`config.mk`:
```
export PLATFORM = sky130hd
export DESIGN_NAME = tile_board_init
export DESIGN_NICKNAME = d
export VERILOG_FILES = /design/src/rtl/tile_board_init.sv
export SDC_FILE = /design/constraint.sdc
export NUM_CORES = 1
export LEC_CHECK = 0
export ABC_CLOCK_PERIOD_IN_PS = 4300
export BUFFER_PORTS_ARGS = -buffer_cell sky130_fd_sc_hd__buf_2
export CORE_UTILIZATION = 50
export DETAILED_ROUTE_END_ITERATION = 10
export PLACE_DENSITY = 0.74
export SYNTH_ARGS = -nofsm -noshare
export SYNTH_HDL_FRONTEND = slang
export SYNTH_SLANG_ARGS = --single-unit
```
`constraint.sdc`:
```
create_clock -name clk -period 4.3 [get_ports clk]
set_clock_uncertainty 0.05 [all_clocks]
set_input_delay 0.86 -clock clk [delete_from_list [all_inputs] [get_ports clk]]
set_output_delay 0.86 -clock clk [all_outputs]
set_load 0.005 [all_outputs]
```
`src/rtl/tile_board_init.sv`:
```
// Writes the 8 tile pairs, Fisher-Yates shuffles them with a 16-bit LFSR, then sets the cursor on tile 0.
// SHUFFLE=0: done 11+READ_LAT cycles after start; no backpressure: owns both RAM ports from start to done.
module tile_board_init #(
    parameter int READ_LAT = 2,
    parameter int SHUFFLE  = 1
) (
    input  logic        clk,
    input  logic        reset,
    input  logic        start,
    input  logic [15:0] seed,
    output logic        busy,
    output logic        done,
    output logic [3:0]  addrA,
    output logic [3:0]  addrB,
    output logic [7:0]  writeA,
    output logic [7:0]  writeB,
    output logic        weA,
    output logic        weB,
    input  logic [7:0]  readA,
    input  logic [7:0]  readB
);
    localparam int CW = $clog2(READ_LAT + 2);

    typedef enum logic [2:0] {
        IDLE, FILL, SHUF_PICK, SHUF_WAIT, SHUF_WR, CUR_WAIT, CUR_WR, DONE
    } state_t;

    state_t        state_q, state_d;
    logic [15:0]   lfsr_q, lfsr_d;
    logic [2:0]    k_q, k_d, k_inc;
    logic [3:0]    i_q, i_d, i_dec, r;
    logic [CW-1:0] cnt_q, cnt_d;
    logic          busy_q, busy_d, done_q, done_d;
    logic [3:0]    addr_a_q, addr_a_d, addr_b_q, addr_b_d;
    logic [7:0]    write_a_q, write_a_d, write_b_q, write_b_d;
    logic          we_a_q, we_a_d, we_b_q, we_b_d;

    always_comb begin
        state_d   = state_q;
        k_d       = k_q;
        i_d       = i_q;
        cnt_d     = cnt_q;
        busy_d    = busy_q;
        done_d    = 1'b0;
        addr_a_d  = addr_a_q;
        addr_b_d  = addr_b_q;
        write_a_d = write_a_q;
        write_b_d = write_b_q;
        we_a_d    = 1'b0;
        we_b_d    = 1'b0;
        k_inc     = k_q + 3'd1;
        i_dec     = i_q - 4'd1;
        r         = lfsr_q[3:0];
        lfsr_d    = busy_q ? {lfsr_q[14:0], lfsr_q[15] ^ lfsr_q[13] ^ lfsr_q[12] ^ lfsr_q[10]}
                           : lfsr_q;

        case (state_q)
            IDLE: begin
                if (start) begin
                    state_d   = FILL;
                    lfsr_d    = (seed == 16'h0000) ? 16'hACE1 : seed;
                    k_d       = 3'd0;
                    i_d       = 4'd15;
                    busy_d    = 1'b1;
                    addr_a_d  = 4'd0;
                    addr_b_d  = 4'd1;
                    write_a_d = 8'h00;
                    write_b_d = 8'h00;
                    we_a_d    = 1'b1;
                    we_b_d    = 1'b1;
                end
            end
            // Outputs are registered, so each FILL cycle sets up the next pair's write.
            FILL: begin
                if (k_q != 3'd7) begin
                    k_d       = k_inc;
                    addr_a_d  = {k_inc, 1'b0};
                    addr_b_d  = {k_inc, 1'b1};
                    write_a_d = {3'b000, k_inc, 2'b00};
                    write_b_d = {3'b000, k_inc, 2'b00};
                    we_a_d    = 1'b1;
                    we_b_d    = 1'b1;
                end else if (SHUFFLE != 0) begin
                    state_d = SHUF_PICK;
                end else begin
                    state_d  = CUR_WAIT;
                    cnt_d    = CW'(1);
                    addr_a_d = 4'd0;
                end
            end
            SHUF_PICK: begin
                if (r == i_q) begin
                    i_d = i_dec;
                    if (i_dec == 4'd0) begin
                        state_d  = CUR_WAIT;
                        cnt_d    = CW'(1);
                        addr_a_d = 4'd0;
                    end
                end else if (r < i_q) begin
                    addr_a_d = i_q;
                    addr_b_d = r;
                    state_d  = SHUF_WAIT;
                    cnt_d    = CW'(1);
                end
            end
            SHUF_WAIT: begin
                if (cnt_q == CW'(READ_LAT)) state_d = SHUF_WR;
                else                        cnt_d   = cnt_q + CW'(1);
            end
            SHUF_WR: begin
                write_a_d = readB;
                write_b_d = readA;
                we_a_d    = 1'b1;
                we_b_d    = 1'b1;
                i_d       = i_dec;
                if (i_dec == 4'd0) begin
                    // The swap write occupies the ports next cycle, so the cursor read starts one later.
                    state_d = CUR_WAIT;
                    cnt_d   = CW'(0);
                end else begin
                    state_d = SHUF_PICK;
                end
            end
            CUR_WAIT: begin
                addr_a_d = 4'd0;
                if (cnt_q == CW'(READ_LAT)) state_d = CUR_WR;
                else                        cnt_d   = cnt_q + CW'(1);
            end
            CUR_WR: begin
                write_a_d = readA | 8'h01;
                we_a_d    = 1'b1;
                state_d   = DONE;
            end
            DONE: begin
                if (!done_q) begin
                    done_d = 1'b1;
                end else begin
                    busy_d  = 1'b0;
                    state_d = IDLE;
                end
            end
            default: state_d = IDLE;
        endcase
    end

    always_ff @(posedge clk or posedge reset) begin
        if (reset) begin
            state_q   <= IDLE;
            lfsr_q    <= 16'hACE1;
            k_q       <= 3'd0;
            i_q       <= 4'd0;
            cnt_q     <= '0;
            busy_q    <= 1'b0;
            done_q    <= 1'b0;
            addr_a_q  <= 4'd0;
            addr_b_q  <= 4'd0;
            write_a_q <= 8'h00;
            write_b_q <= 8'h00;
            we_a_q    <= 1'b0;
            we_b_q    <= 1'b0;
        end else begin
            state_q   <= state_d;
            lfsr_q    <= lfsr_d;
            k_q       <= k_d;
            i_q       <= i_d;
            cnt_q     <= cnt_d;
            busy_q    <= busy_d;
            done_q    <= done_d;
            addr_a_q  <= addr_a_d;
            addr_b_q  <= addr_b_d;
            write_a_q <= write_a_d;
            write_b_q <= write_b_d;
            we_a_q    <= we_a_d;
            we_b_q    <= we_b_d;
        end
    end

    assign busy   = busy_q;
    assign done   = done_q;
    assign addrA  = addr_a_q;
    assign addrB  = addr_b_q;
    assign writeA = write_a_q;
    assign writeB = write_b_q;
    assign weA    = we_a_q;
    assign weB    = we_b_q;

endmodule
```
# == Yosys cells after proc, flatten, opt, wreduce, memory -nomap -nowiden ==
# Cells that the tools add are included.
# classes
addsub,3
order_cmp,1
eq_ne,23
mux,50
bitwise_logic,3
reduce_logical,22
# op_table
cell,count
two-way mux 16 bit,4
two-way mux 4 bit,11
two-way mux 3 bit,11
one-hot mux 8 bit (4 select lines),1
one-hot mux 3 bit (8 select lines),1
one-hot mux 4 bit (3 select lines),2
one-hot mux 8 bit (3 select lines),1
"!= test 2 bit, second input constant",11
zero test 16 bit,1
two-way mux 8 bit,2
one-hot mux 4 bit (4 select lines),1
AND reduction 3 bit,5
AND reduction 5 bit,3
"== test 3 bit, second input constant",4
nonzero test 3 bit,4
two-way mux 2 bit,5
"!= test 3 bit, second input constant",3
nonzero test 4 bit,2
AND reduction 7 bit,1
"== test 3 x 2 -> 1 bit, second input constant",2
two-way mux 1 bit,6
one-hot mux 1 bit (3 select lines),2
one-hot mux 2 bit (3 select lines),1
one-hot mux 3 bit (2 select lines),1
13 further kinds,17
# totals
regBits,56
inputBits,35
output_inout_bits,28
elab_cells,115

# == Longest topological paths before layout ==
# depth
word_depth,6
mapped_depth,8
mapped_depth_nobuf,7

# == Worst setup path after synthesis ==
# Ideal clock, no wire load.
# synth_path
path_kind,flip-flop to flip-flop
start,reg lfsr_q[0]
end,reg addr_b_q[0] (netlist: addrB[0])
setup_time_ps,125
t_arrival_ps,2096
required_time_ps,4125
slack_ps,2029
stages_incl_launch_ff,7
n_path_buf,0
synth_period_minus_slack_ps,2271
cell_sequence,dfstp_2 -> inv_1 -> ha_1 -> and4_4 -> o31a_4 -> or3b_4 -> mux2_4
# synth_via
elab_chain_len,3
elab_cells_between_ends,8
classes_between,1 x order compare; 3 x eq/ne; 3 x mux; 1 x reduce/logical
# synth_lines
element,line,rtl
"start, declared",29,"logic [15:0] lfsr_q, lfsr_d;"
"start signal, assigned",163,lfsr_q <= lfsr_d;
"< comparator 4 bit, or another cell as far along",99,end else if (r < i_q) begin
!= test 2 bit (no source line) / two-way mux 4 bit (equally long branches),-,
AND reduction 5 bit (no source line) / one-hot mux 4 bit (3 select lines) (equally long branches),-,
"end signal, assigned",170,addr_b_q <= addr_b_d;
"end, declared",34,"logic [3:0] addr_a_q, addr_a_d, addr_b_q, addr_b_d;"
# Parallel ways exist; a longest one is shown, timed or not. The select of a mux whose other input is x is not followed.
# A chain may end at the register's enable or synchronous reset.

# == Final worst setup path ==
# layout_path
start,reg state_q[0]
end,reg i_q[1]
# layout_via
elab_chain_len,3
elab_cells_between_ends,8
classes_between,4 x eq/ne; 1 x mux; 3 x reduce/logical
# layout_lines
element,line,rtl
"start, declared",28,"state_t state_q, state_d;"
"start signal, assigned",162,state_q <= state_d;
"== test 3 x 2 -> 1 bit, or another cell as far along",57,case (state_q)
!= test 2 bit (no source line) / nonzero test 3 bit (equally long branches),-,
AND reduction 3 bit (no source line),-,
"end signal, assigned",165,i_q <= i_d;
"end, declared",31,"logic [3:0] i_q, i_d, i_dec, r;"
# Parallel ways exist; a longest one is shown, timed or not.

==> impl_metrics.tcl <==
set metrics [dict create \
    crit_start "state_q[0]$_DFFE_PP0P_" \
    portBuffers 62 \
    ys_seq_elements 56 \
    rr_worst_depth 5 \
    grt_usage 0.225 \
    crit_cells 5 \
    r2r-start "state_q[0]$_DFFE_PP0P_" \
    syn_inst 317 \
    cts_htree_levels 2 \
    dp_hpwl_microns 4910 \
    vias_per_cell 5.59 \
    cts_hold_buffers 0 \
    period_share 0.594 \
    ioPinCount 63 \
    nets 418 \
    vias 2514 \
    met2_usage 0.334 \
    grt_use_met3 0.0398 \
    gp_congestion 0.854 \
    cts.sinks 56 \
    yosys-top-cells-count "48 x dfrtp_1, 41 x nand2_1, 27 x o21ai_0" \
    clk_latency_ns 0.31 \
    cts_tree "built" \
    ant_nets 0 \
    yosysSeqAreaShare 0.463 \
    cp_common_cell "nor2_1" \
    status "complete, no violations" \
    synth_edf_count 0 \
    yosysMostFrequentCell "dfrtp_1" \
    utilization 0.594 \
    critPathKind "reg2reg" \
    postCtsSetupBuffers 0 \
    synthTopCellsByArea "dfrtp_1 39%, mux2i_1 8.5%, dfstp_2 6.9%, nand2_1 5.1%, o21ai_0 4.4%" \
    finalHoldViolCount 0 \
    required_ns 4.47 \
    cts_made_buffers 5 \
    syn_area_per_cell_sq_um 9.61 \
    dieArea_sq_um 6410 \
    drive_gt1_frac 0.261 \
    wl_per_cell_microns 14.9 \
    antenna_found_initial 0 \
    grt.overflow.total 0 \
    path_buf_inv 0 \
    vdd_drop_max_mv 0.315 \
    reg2reg_to "i_q[1]$_DFFE_PP0P_" \
    die_x_microns 80.1 \
    grt_use_met1 0.338 \
    dpl.cell_count 442 \
    synthArstFlopShare 1.00 \
    cts_resized 0 \
    die_height_microns 80.1 \
    tns_ns 0 \
    cpPeakStageDelay_ns 0.72 \
    final_cells 450 \
    period_needed_ns 2.55 \
    antennaDiodeCount 0 \
    rsz0062_at_grt "false" \
    yosysWarnings 0 \
    fmax_ghz 0.392 \
    grt_pass1_wl_microns 11200 \
    first_pass_iters 4 \
    start_kind "register" \
    leakagePower_nw 1.72 \
    drv_slew 0 \
    rrSetupSlack_ns 1.75 \
    cts_buffer_depth 2 \
    maxCapViolations 0 \
    yosys.area.top_type "dfrtp_1" \
    cpMaxStageDelayCell "nor2_1" \
    crit_path_end "i_q[1]$_DFFE_PP0P_" \
    rows 28 \
    grt_max_degree 48 \
    critPathTopFamily "simple AND/OR/NAND/NOR gates" \
    p_total_mw 2.45 \
    wl_microns 6690 \
    crit_arrival_ns 2.73 \
    tightest_slew_ns 0.972 \
    cts.clk_slew.worst_paths_ns 0.11 \
    drc_errors 0 \
    setup_viol 0 \
    start_util 0.518 \
    hold_path.class "reg2reg" \
    synth_fp_nets 361 \
    synth_cell_types 49 \
    crit_chain "nand2b_1, nor2_1, nor2_1, a21o_1, a22oi_1" \
    ys.flop_type "dfrtp_1" \
    synth.top_cell.area_share 0.394 \
    syn_area_sq_um 3050 \
    cp_max_fo 25 \
    top_usage_layer "met1" \
    first_global_vias 2352 \
    slew-limit-headroom 0.352 \
    clock-root-buffer "clkbuf_8" \
    drtIter0Drc 177 \
    p_per_area_nw_per_um2 700 \
    area_delta_synth_final_pct 14.8 \
    core_area_sq_um 5890 \
    crit_path_end_kind "register" \
]
-- registers in the layout, summed over array words and instances (netlist names), 2 cells and up --
| name | count |
|---|---|
| addrA | 4 |
| state_q | 3 |
| cnt_q | 2 |
| i_q | 4 |
| writeB | 8 |
| k_q | 3 |
| writeA | 8 |
| lfsr_q | 16 |
| addrB | 4 |
-- area by class of cell --
class / count / area, sq um
tap: 75 / 93.8
multi-input combinational: 234 / 1520
sequential: 56 / 1410
timing repair buffer: 65 / 333
clock inverter: 3 / 22.5
inverter: 12 / 45.0
fill: 536 / 2390
clock buffer: 5 / 68.8
-- how the worst min path moves through the flow --
stage	startpoint	end	slack [ns]	cells after the start
3_5_place_dp	k_q[1]$_DFFE_PP0P_	k_q[1]$_DFFE_PP0P_	0.43	1
4_1_cts	k_q[1]$_DFFE_PP0P_	k_q[1]$_DFFE_PP0P_	0.45	1
3_3_place_gp	k_q[1]$_DFFE_PP0P_	k_q[1]$_DFFE_PP0P_	0.42	1
6_report	k_q[1]$_DFFE_PP0P_	k_q[1]$_DFFE_PP0P_	0.46	1
5_1_grt	k_q[1]$_DFFE_PP0P_	k_q[1]$_DFFE_PP0P_	0.48	1
2_1_floorplan	k_q[1]$_DFFE_PP0P_	k_q[1]$_DFFE_PP0P_	0.40	1
-- per-stage QoR --
stage	setup slack [ns]	hold WS (ns)	instance area [sq um]
after floorplan	2.03	0.404	3050
after global placement	1.86	0.422	3410
after detailed placement	1.78	0.431	3410
after CTS	1.75	0.455	3500
after global routing	1.44	0.478	3500
final	1.75	0.459	3500
-- worst reg2reg max path, delay by kind of cell (launching register included) --
kind	cells	cell delay [ns]
AOI/OAI and AO/OA	2	0.35
and+or+nand+nor	3	1.41
DFF	1	0.66
-- cell usage in the layout, fill, tap and decap left out, types with 2 or more instances in the layout --
cell type | Yosys | final
buf_2 | 4 | 62
dfrtp_1 | 48 | 48
nand2_1 | 41 | 41
o21ai_0 | 27 | 27
a21oi_1 | 26 | 26
nor2_1 | 26 | 26
mux2i_1 | 26 | 26
inv_1 | 12 | 11
nand3_1 | 9 | 9
ha_1 | 9 | 9
dfstp_2 | 8 | 8
a21o_1 | 7 | 7
mux2_2 | 6 | 6
nor2b_1 | 5 | 5
clkbuf_8 | 0 | 5
nand2b_1 | 4 | 4
a32o_1 | 4 | 4
mux2_4 | 4 | 4
nor4_1 | 4 | 4
nand4_1 | 3 | 3
nor3_1 | 3 | 3
xnor2_1 | 3 | 3
buf_4 | 1 | 3
nor3b_1 | 2 | 2
o21ai_1 | 2 | 2
a31oi_1 | 2 | 2
-- metal layers --
| metal | vias up | wire length, microns |
|---|---|---|
| met4 | 0 | 48 |
| met5 | - | 0 |
| li1 | 1236 | - |
| met3 | 5 | 356 |
| met2 | 69 | 3040 |
| met1 | 1204 | 3240 |
-- kinds of logic after synthesis --
family | count (synthesis) | share of synthesized area
buffers and inverters | 27 | 0.0365
XOR/XNOR | 3 | 0.00863
flip-flops | 56 | 0.463
adder cells (fa/ha/maj) | 9 | 0.0370
AND/OR/NAND/NOR | 106 | 0.167
AO/OA/AOI/OAI | 80 | 0.160
multiplexers | 36 | 0.127
-- power breakdown --
group | internal (mW) | switching [mW]
clock | 0.117 | 0.178
sequential | 0.777 | 0.257
combinational | 0.563 | 0.557
total | 1.46 | 0.992
No activity file was read; power rests on OpenSTA's default activity.
